===== config.mk =====
export PLATFORM = sky130hd
export DESIGN_NAME = hps_cfg_bank
export DESIGN_NICKNAME = d
export VERILOG_FILES = /design/src/rtl/hps_cfg_pkg.sv /design/src/rtl/hps_strobe_edge.sv /design/src/rtl/hps_cfg_bank.sv
export SDC_FILE = /design/constraint.sdc
export NUM_CORES = 1
export LEC_CHECK = 0
export CORE_MARGIN = 4
export CORE_UTILIZATION = 43
export DETAILED_ROUTE_END_ITERATION = 8
export PLACE_DENSITY_LB_ADDON = 0.25
export SLEW_MARGIN = 20
export SYNTH_ARGS = -nofsm -noshare
export SYNTH_HDL_FRONTEND = slang
export SYNTH_SLANG_ARGS = --single-unit

===== constraint.sdc =====
create_clock -name clk_sys -period 1.91 [get_ports clk_sys]
set_input_delay 0.2865 -clock clk_sys [delete_from_list [all_inputs] [get_ports clk_sys]]
set_output_delay 0.2865 -clock clk_sys [all_outputs]
set_load 0.01 [all_outputs]

===== src/rtl/hps_cfg_pkg.sv =====
// Shared types and constants for the HPS config register bank.
// Latency: n/a (types, constants and an elaboration-time helper only).
// Backpressure: n/a.
package hps_cfg_pkg;

    typedef enum logic [2:0] {
        IDLE,
        WR,
        RD,
        SKIP,
        DONE
    } state_e;

    localparam logic [7:0] CMD_BASE_DEF    = 8'h01;
    localparam logic [7:0] CMD_RD_BASE_DEF = 8'h41;

    // Number of 16-bit HPS words needed to carry one dw-bit register.
    function automatic int words_per_reg(input int dw);
        return (dw + 15) / 16;
    endfunction

endpackage


===== src/rtl/hps_strobe_edge.sv =====
// Strobe rising-edge detector qualified by the user-I/O frame.
// Latency: combinational outputs; one flop of strobe history.
// Backpressure: none, every qualified edge is reported exactly once.
//
// Ports:
//   clk_sys     in   system clock
//   io_uio      in   frame qualifier, high for one command
//   io_strobe   in   level word strobe from the HPS
//   ev          out  strobe 0->1 transition inside an open frame
//   frame_abort out  frame is closed this cycle (io_uio low)
module hps_strobe_edge (
    input  logic clk_sys,
    input  logic io_uio,
    input  logic io_strobe,
    output logic ev,
    output logic frame_abort
);

    logic old_strobe_d;
    logic old_strobe_q;

    always_comb begin
        old_strobe_d = io_strobe;
    end

    // Strobe history keeps tracking through reset so a strobe held high across
    // reset is not mistaken for a fresh edge once reset releases.
    always_ff @(posedge clk_sys) begin
        old_strobe_q <= old_strobe_d;
    end

    assign ev          = io_strobe & ~old_strobe_q & io_uio;
    assign frame_abort = ~io_uio;

endmodule


===== src/rtl/hps_cfg_bank.sv =====
// Bank of NREGS config registers written atomically over the HPS user-I/O channel.
// Latency: last-word event sampled at edge N -> cfg updated and cfg_stb high after edge N.
// Backpressure: none; the HPS paces words with io_strobe, extra words are dropped.
//
// Ports:
//   clk_sys, reset  clock and synchronous active-high reset
//   io_uio          command frame, io_strobe word strobe, io_din data word
//   io_dout         readback word (zero unless HPS_CFG_READBACK_EN is defined)
//   cfg             committed registers, register i at [i*DW +: DW]
//   cfg_valid       sticky per-register "written since reset"
//   cfg_stb         one-cycle commit pulse per register
// Build option: define HPS_CFG_READBACK_EN to enable the readback commands.
module hps_cfg_bank
    import hps_cfg_pkg::*;
#(
    parameter int         NREGS       = 4,
    parameter int         DW          = 16,
    parameter logic [7:0] CMD_BASE    = CMD_BASE_DEF,
    parameter logic [7:0] CMD_RD_BASE = CMD_RD_BASE_DEF
) (
    input  logic               clk_sys,
    input  logic               reset,
    input  logic               io_uio,
    input  logic               io_strobe,
    input  logic [15:0]        io_din,
    output logic [15:0]        io_dout,
    output logic [NREGS*DW-1:0] cfg,
    output logic [NREGS-1:0]   cfg_valid,
    output logic [NREGS-1:0]   cfg_stb
);

    localparam int WPR = words_per_reg(DW);
    localparam int SW  = WPR * 16;
    localparam int IW  = (NREGS > 1) ? $clog2(NREGS) : 1;
    // One extra count so readback can step past the last word.
    localparam int WCW = $clog2(WPR + 2);

    logic                ev;
    logic                frame_abort;

    state_e              state_d, state_q;
    logic [IW-1:0]       idx_d, idx_q;
    logic [WCW-1:0]      wc_d, wc_q;
    logic [SW-1:0]       shadow_d, shadow_q;
    logic [NREGS*DW-1:0] cfg_d, cfg_q;
    logic [NREGS-1:0]    vld_d, vld_q;
    logic [NREGS-1:0]    stb_d, stb_q;
    logic [SW-1:0]       shadow_new;

    logic [7:0]          wr_off;
    logic [7:0]          rd_off;
    logic                wr_hit;
    logic                rd_hit;

    hps_strobe_edge u_edge (
        .clk_sys     (clk_sys),
        .io_uio      (io_uio),
        .io_strobe   (io_strobe),
        .ev          (ev),
        .frame_abort (frame_abort)
    );

    // Offsets wrap mod 256, so a single unsigned compare covers both range ends.
    assign wr_off = io_din[7:0] - CMD_BASE;
    assign rd_off = io_din[7:0] - CMD_RD_BASE;
    assign wr_hit = 32'(wr_off) < NREGS;
    assign rd_hit = 32'(rd_off) < NREGS;

`ifdef HPS_CFG_READBACK_EN
    logic [15:0] dout_d, dout_q;

    // Word w of register r, zero-filled above DW and zero past the last word.
    function automatic logic [15:0] rd_word(input logic [NREGS*DW-1:0] bank,
                                            input logic [IW-1:0] r,
                                            input int w);
        logic [SW-1:0] ext;
        ext          = '0;
        ext[DW-1:0]  = bank[int'(r)*DW +: DW];
        if (w < WPR) begin
            return ext[w*16 +: 16];
        end
        return '0;
    endfunction
`endif

    always_comb begin
        state_d    = state_q;
        idx_d      = idx_q;
        wc_d       = wc_q;
        shadow_d   = shadow_q;
        cfg_d      = cfg_q;
        vld_d      = vld_q;
        stb_d      = '0;
        shadow_new = shadow_q;
`ifdef HPS_CFG_READBACK_EN
        dout_d     = dout_q;
`endif
        if (int'(wc_q) < WPR) begin
            shadow_new[int'(wc_q)*16 +: 16] = io_din;
        end

        if (frame_abort) begin
            // Closing the frame drops any partial write.
            state_d  = IDLE;
            wc_d     = '0;
            shadow_d = '0;
`ifdef HPS_CFG_READBACK_EN
            dout_d   = '0;
`endif
        end else begin
            case (state_q)
                IDLE: begin
                    if (ev) begin
                        wc_d     = '0;
                        shadow_d = '0;
                        if (wr_hit) begin
                            state_d = WR;
                            idx_d   = wr_off[IW-1:0];
                        end
`ifdef HPS_CFG_READBACK_EN
                        else if (rd_hit) begin
                            state_d = RD;
                            idx_d   = rd_off[IW-1:0];
                            dout_d  = rd_word(cfg_q, rd_off[IW-1:0], 0);
                        end
`else
                        else if (rd_hit) begin
                            // Readback commands are swallowed without a response.
                            state_d = SKIP;
                        end
`endif
                        else begin
                            state_d = SKIP;
                        end
                    end
                end
                WR: begin
                    if (ev) begin
                        shadow_d = shadow_new;
                        if (int'(wc_q) == WPR - 1) begin
                            cfg_d[int'(idx_q)*DW +: DW] = shadow_new[DW-1:0];
                            vld_d[idx_q]                = 1'b1;
                            stb_d[idx_q]                = 1'b1;
                            state_d                     = DONE;
                        end else begin
                            wc_d = wc_q + 1'b1;
                        end
                    end
                end
`ifdef HPS_CFG_READBACK_EN
                RD: begin
                    if (ev) begin
                        if (int'(wc_q) < WPR) begin
                            wc_d = wc_q + 1'b1;
                        end
                        dout_d = rd_word(cfg_q, idx_q, int'(wc_q) + 1);
                    end
                end
`endif
                default: ;
            endcase
        end
    end

    always_ff @(posedge clk_sys) begin
        if (reset) begin
            state_q  <= IDLE;
            idx_q    <= '0;
            wc_q     <= '0;
            shadow_q <= '0;
            cfg_q    <= '0;
            vld_q    <= '0;
            stb_q    <= '0;
        end else begin
            state_q  <= state_d;
            idx_q    <= idx_d;
            wc_q     <= wc_d;
            shadow_q <= shadow_d;
            cfg_q    <= cfg_d;
            vld_q    <= vld_d;
            stb_q    <= stb_d;
        end
    end

`ifdef HPS_CFG_READBACK_EN
    always_ff @(posedge clk_sys) begin
        if (reset) begin
            dout_q <= '0;
        end else begin
            dout_q <= dout_d;
        end
    end
    assign io_dout = dout_q;
`else
    assign io_dout = '0;
`endif

    assign cfg       = cfg_q;
    assign cfg_valid = vld_q;
    assign cfg_stb   = stb_q;

endmodule

## Word level (Yosys, flattened, before mapping)

Index checks and enable logic that the tools add are counted.

| operators by class | value |
|---|---|
| shift operators | 4 |
| magnitude comparators | 4 |
| bitwise operators | 8 |
| reduce and logical (&&, ||, !) cells | 11 |
| equal/unequal tests | 5 |
| mux-type cells | 17 |
| $add $sub $neg | 4 |

Operators with widths:

| kind | count |
|---|---|
| $neg A6 Y33 | 2 |
| $bwmux W64 | 1 |
| $shift A16 B33 Y64 const A | 1 |
| $shiftx A16 B33 Y64 | 1 |
| $mux W16 | 3 |
| $shift A16 B33 Y16 const A | 1 |
| $shiftx A16 B33 Y16 | 1 |
| $pmux W16 S2 | 1 |
| $bwmux W16 | 1 |
| $reduce_and A4 Y1 | 4 |
| $mux W3 | 3 |
| $lt A8 B3 Y1 const B | 1 |
| $mux W2 | 4 |
| $ne A2 B2 Y1 const B | 4 |
| $sub A8 B1 Y8 const B | 1 |
| $pmux W3 S2 | 1 |
| $not A1 Y1 | 5 |
| $reduce_or A5 Y1 | 1 |
| $or A4 B4 Y4 | 1 |
| $pmux W2 S2 | 1 |
| $eq A3 B1 Y1 const B | 1 |
| $logic_not A3 Y1 | 1 |
| $lt A2 B3 Y1 const B | 1 |
| $reduce_and A3 Y1 | 1 |
| other kinds (10) | 11 |

| word-level totals | value |
|---|---|
| word-level logic and storage cells | 61 |
| output and inout port bits | 88 |
| input port bits | 20 |
| bits in registers | 96 |

## Longest topological paths before layout

| logic depth | value |
|---|---|
| word-level depth | 6 |
| gate-level depth with buffers | 8 |
| depth with buffers taken out | 6 |

## Cells and area by module

Synthesis repeated with hierarchy kept, for this count alone.

| second synthesis, totals | value |
|---|---|
| cell total of the unflattened synthesis | 345 |
| area total of the unflattened synthesis | 3719.8 um2 |

Modules (own cells, without submodules):

| module | area each (um2) | seq. area each (um2) | cells each | times used |
|---|---|---|---|---|
| hps_cfg_bank | 3687.3 | 1901.8 | 342 | 1 |
| hps_strobe_edge | 32.5 | 20.0 | 3 | 1 |

## Worst setup path after synthesis

OpenSTA, ideal clock, no wires.

| timing path | value |
|---|---|
| path type | register -> register |
| from | reg idx_q[0] |
| to | reg cfg_q[54], in the netlist cfg[54] |
| period minus slack after synthesis | 2.004 ns |
| required time | 1.836 ns |
| stages on the path, launching flop included | 7 |
| setup time | 0.074 ns |
| path buffers | 1 |
| arrival time | 1.930 ns |
| setup slack | -0.094 ns |
| cell sequence | dfxtp_1 inv_1 ha_1 nor4b_1 nand2_4 clkbuf_2 o21ai_0 |

| on the way | value |
|---|---|
| cells in the longest elaborated chain, start to end | 3 |
| elaborated cells between the ends (all ways) | 4 |
| those cells by class | add/sub: 1; shift: 2; mux: 1 |

RTL lines:

| item | line | RTL |
|---|---|---|
| start, declared | hps_cfg_bank.sv:42 | `logic [IW-1:0] idx_d, idx_q;` |
| start signal, assigned | hps_cfg_bank.sv:176 | `idx_q <= idx_d;` |
| $neg A6 Y33 (*) | hps_cfg_bank.sv:141 | `cfg_d[int'(idx_q)*DW +: DW] = shadow_new[DW-1:0];` |
| $shiftx A16 B33 Y64 or $shift A16 B33 Y64 (tied branches) | hps_cfg_bank.sv:141 |  |
| $bwmux W64 (*) | hps_cfg_bank.sv:141 |  |
| end signal, assigned | hps_cfg_bank.sv:179 | `cfg_q <= cfg_d;` |
| end, declared | hps_cfg_bank.sv:45 | `logic [NREGS*DW-1:0] cfg_d, cfg_q;` |

Mark *: on every way between the ends. The rest lies on a longest branch, timed or not.
A chain may end at the register's enable or synchronous reset.

## Final worst setup path

| timing path | value |
|---|---|
| from | reg idx_q[1] |
| to | reg cfg_q[5], in the netlist cfg[5] |

Same word-level chain as after synthesis.

==> impl_metrics.ini <==
[status]
outcome = finished, final reports clean

[grt]
grt_max_degree = 33
grt_util_all_layers = 0.181
grt_pass1_vias = 3132
grt_overflow_total = 0
grt_pass1_wl_microns = 15300
antenna_found_initial = 0

[clock_network]
hold_buffers = 0
clock-sinks = 96
h-tree-depth = 3
cts_root_buf = clkbuf_8
cts_made_buffers = 9
clkTransAtPathRegs_ns = 0.10
cts_setup_buffers = 0
tritoncts = yes
insertion_delay_ns = 0.35
clock_path_buffers = 2

[yosys]
yosys_warnings = 0
synth_compound_area_frac = 0.172
yosysSeqAreaShare = 0.492
async_flop_share = 0
synth-adder-area-share = 0.0352
ys_ff_latch = 96
syn_area_sq_um = 3910
synthMuxAreaShare = 0
yosys.area_share.simple = 0.214
syn_area_per_cell_sq_um = 8.53
synth_cell_types = 39
synth-xor-area-share = 0
synthCells = 458
synth_top_family_by_area = simple AND/OR/NAND/NOR gates
synth_edf_count = 0
synth_ff_type = dfxtp_1

[critical_path]
critical_path.max_stage_delay_ns = 0.45
worstSetupStartpoint = idx_q[1]
cp-start-kind = flip-flop
r2r_cells = 7
cp.required_ns = 2.15
r2r-start = idx_q[1]
reg2reg_slack_ns = 0.11
crit_end = cfg[5]
end_kind = flip-flop
rr_endpoint = cfg[5]
crit_buf_inv = 2
worstPathArrival_ns = 2.04
cp_max_fo = 16
critPathKind = flip-flop to flip-flop
cp_num_cells = 7
cp_slowest_cell = ha_2
crit_chain = inv_1 > ha_2 > nor3b_1 > and4_1 > buf_12 > a22oi_1 > nor2_1
critical_path.top_delay_family = adder cells

[floorplanning]
io_pins = 108
core_area_sq_um = 8760
initial_core_util = 0.446
num_rows = 34
dieWidth_microns = 103
die_area_sq_um = 10700
die_height_microns = 103

[power]
vdd_drop_max_v = 0.000372
p_leak_nw = 1.92
finalPower_mw = 3.51
powerDensity_nw_per_um2 = 663

[drt]
met1Wirelength_microns = 4500
antenna_left = 0
drt-initial-drc-count = 207
drt-pass1-iter-count = 5
drt-vias-per-instance = 5.21
drt_wl_total_microns = 9920
top_layer = met4
wl_met3_microns = 672
wl_per_cell_microns = 14.9
vias = 3476
met2_length_microns = 4540
drc = 0

[sta]
setup_violations = 0
setup_tns_ns = 0
hold_violations = 0
rsz0062_at_grt = no
post-route-min-period_ns = 1.80
max_freq_mhz = 555
final.setup_skew_ns = 0.00929
finalCritPeriodShare = 0.943
final_max_slew_viol_count = 0

[cells_and_area]
utilization = 0.604
stdcell_count = 667
drive_gt1_frac = 0.113
syn_to_final_growth_pct = 35.3
nNetsFinal = 585
num_antenna_cells = 0

[placement]
post-dp-hpwl_microns = 7380
routabilityCongestion = 0.803
port_buffers = 91
post-place-cells = 651

[flow_run]
cap_viol_max_count = 0

[hold_path]
min_path_type = flip-flop to flip-flop
-- worst min-delay path: cells and delay by family (launching register included) --
kind | cells | cell delay [ns]
compound gates | 1 | 0.05
flops | 1 | 0.33
simple gates | 1 | 0.05
-- synth_stat cells, types with 3 or more instances --
master / instances / share of area
nor3_1: 3 / 0.0038
o21ai_1: 21 / 0.027
nand2b_1: 17 / 0.027
o21ai_0: 29 / 0.037
clkbuf_1: 19 / 0.018
dfxtp_1: 96 / 0.49
nor2_1: 21 / 0.020
a41oi_1: 3 / 0.0067
buf_6: 3 / 0.0086
ha_1: 11 / 0.035
o22ai_1: 16 / 0.026
and2_1: 8 / 0.013
a22oi_1: 16 / 0.031
a21oi_1: 26 / 0.033
nor2b_1: 3 / 0.0048
buf_4: 16 / 0.031
nand3_1: 20 / 0.026
nand2_1: 81 / 0.078
inv_1: 23 / 0.022
-- kinds of logic (layout without fill, tap and decap cells) --
group / count (synthesis) / count (layout)
and+or+nand+nor: 168 / 168
AOI/OAI and AO/OA: 116 / 116
DFF: 96 / 96
buffers and inverters: 66 / 152
adders and majority gates: 11 / 11
other: 1 / 16
-- flip-flops by register name (all words and copies together), names as in the netlist --
name                 count
cfg                     64
cfg_stb                  4
cfg_valid                4
idx_q                    2
shadow_q                16
state_q                  3
u_edge.old_strobe_q      1
wc_q                     2
-- metrics by stage --
stage               hold WS [ns]  area [sq um]  setup slack (ns)
finish                     0.460          5290             0.110
global route               0.478          5290            0.0247
CTS                        0.458          5190           -0.0297
detailed placement         0.444          5000           -0.0777
global placement           0.436          5000           -0.0195
floorplan                  0.314          3970            0.0513
-- layout make-up --
| type | instances | area (sq um) |
|---|---|---|
| fillers | 768 | 3470 |
| well taps | 108 | 135 |
| multi-input cells | 311 | 1820 |
| repair buffers | 113 | 1140 |
| clock buffers | 9 | 124 |
| flip-flops and latches | 96 | 1920 |
| clock inverters | 7 | 63.8 |
| inverters | 23 | 86.3 |
-- what timing repair did --
action	in CTS	in global routing
pin swaps	0	0
setup endpoints to repair	9	64
gates resized for setup	1	17
-- per-layer routing --
metal / GRT usage / vias to the layer above
met5: 0 / -
met1: 0.256 / 1612
met3: 0.0255 / 16
met4: 0.0707 / 0
met2: 0.280 / 139
li1: - / 1709
-- cells in the final DEF, fill, tap and decap left out, types with 5 or more instances in the layout --
master           Yosys  final
nand2_1             81     81
buf_12               0      5
nand2b_1            17     17
o21ai_1             21     21
nand3_1             20     20
buf_4               16     17
conb_1               1     16
a21oi_1             26     26
o22ai_2              0     16
ha_1                11     10
and2_1               8      8
clkdlybuf4s50_1      0     91
a22oi_1             16     16
dfxtp_1             96     96
o21ai_0             29     29
inv_1               23     22
clkbuf_8             0      9
nor2_1              21     21
-- power by group --
part	leakage (nW)	switching [mW]	internal, mW
Clock	0.0899	0.756	0.501
Sequential	0.773	0.00392	2.00
Combinational	1.05	0.141	0.102
Total	1.92	0.902	2.61
-- worst min path at each step --
| stage | start | end | slack, ns | depth (start not counted) |
|---|---|---|---|---|
| 3_3_place_gp | cfg[37] | cfg[37] | 0.44 | 2 |
| 5_1_grt | cfg[47] | cfg[47] | 0.48 | 2 |
| 2_1_floorplan | io_strobe | u_edge.old_strobe_q | 0.31 | 0 |
| 3_5_place_dp | shadow_q[12] | shadow_q[12] | 0.44 | 2 |
| 4_1_cts | shadow_q[12] | shadow_q[12] | 0.46 | 2 |
| 6_report | cfg[43] | cfg[43] | 0.46 | 2 |
(Power assumes the default switching activity.)
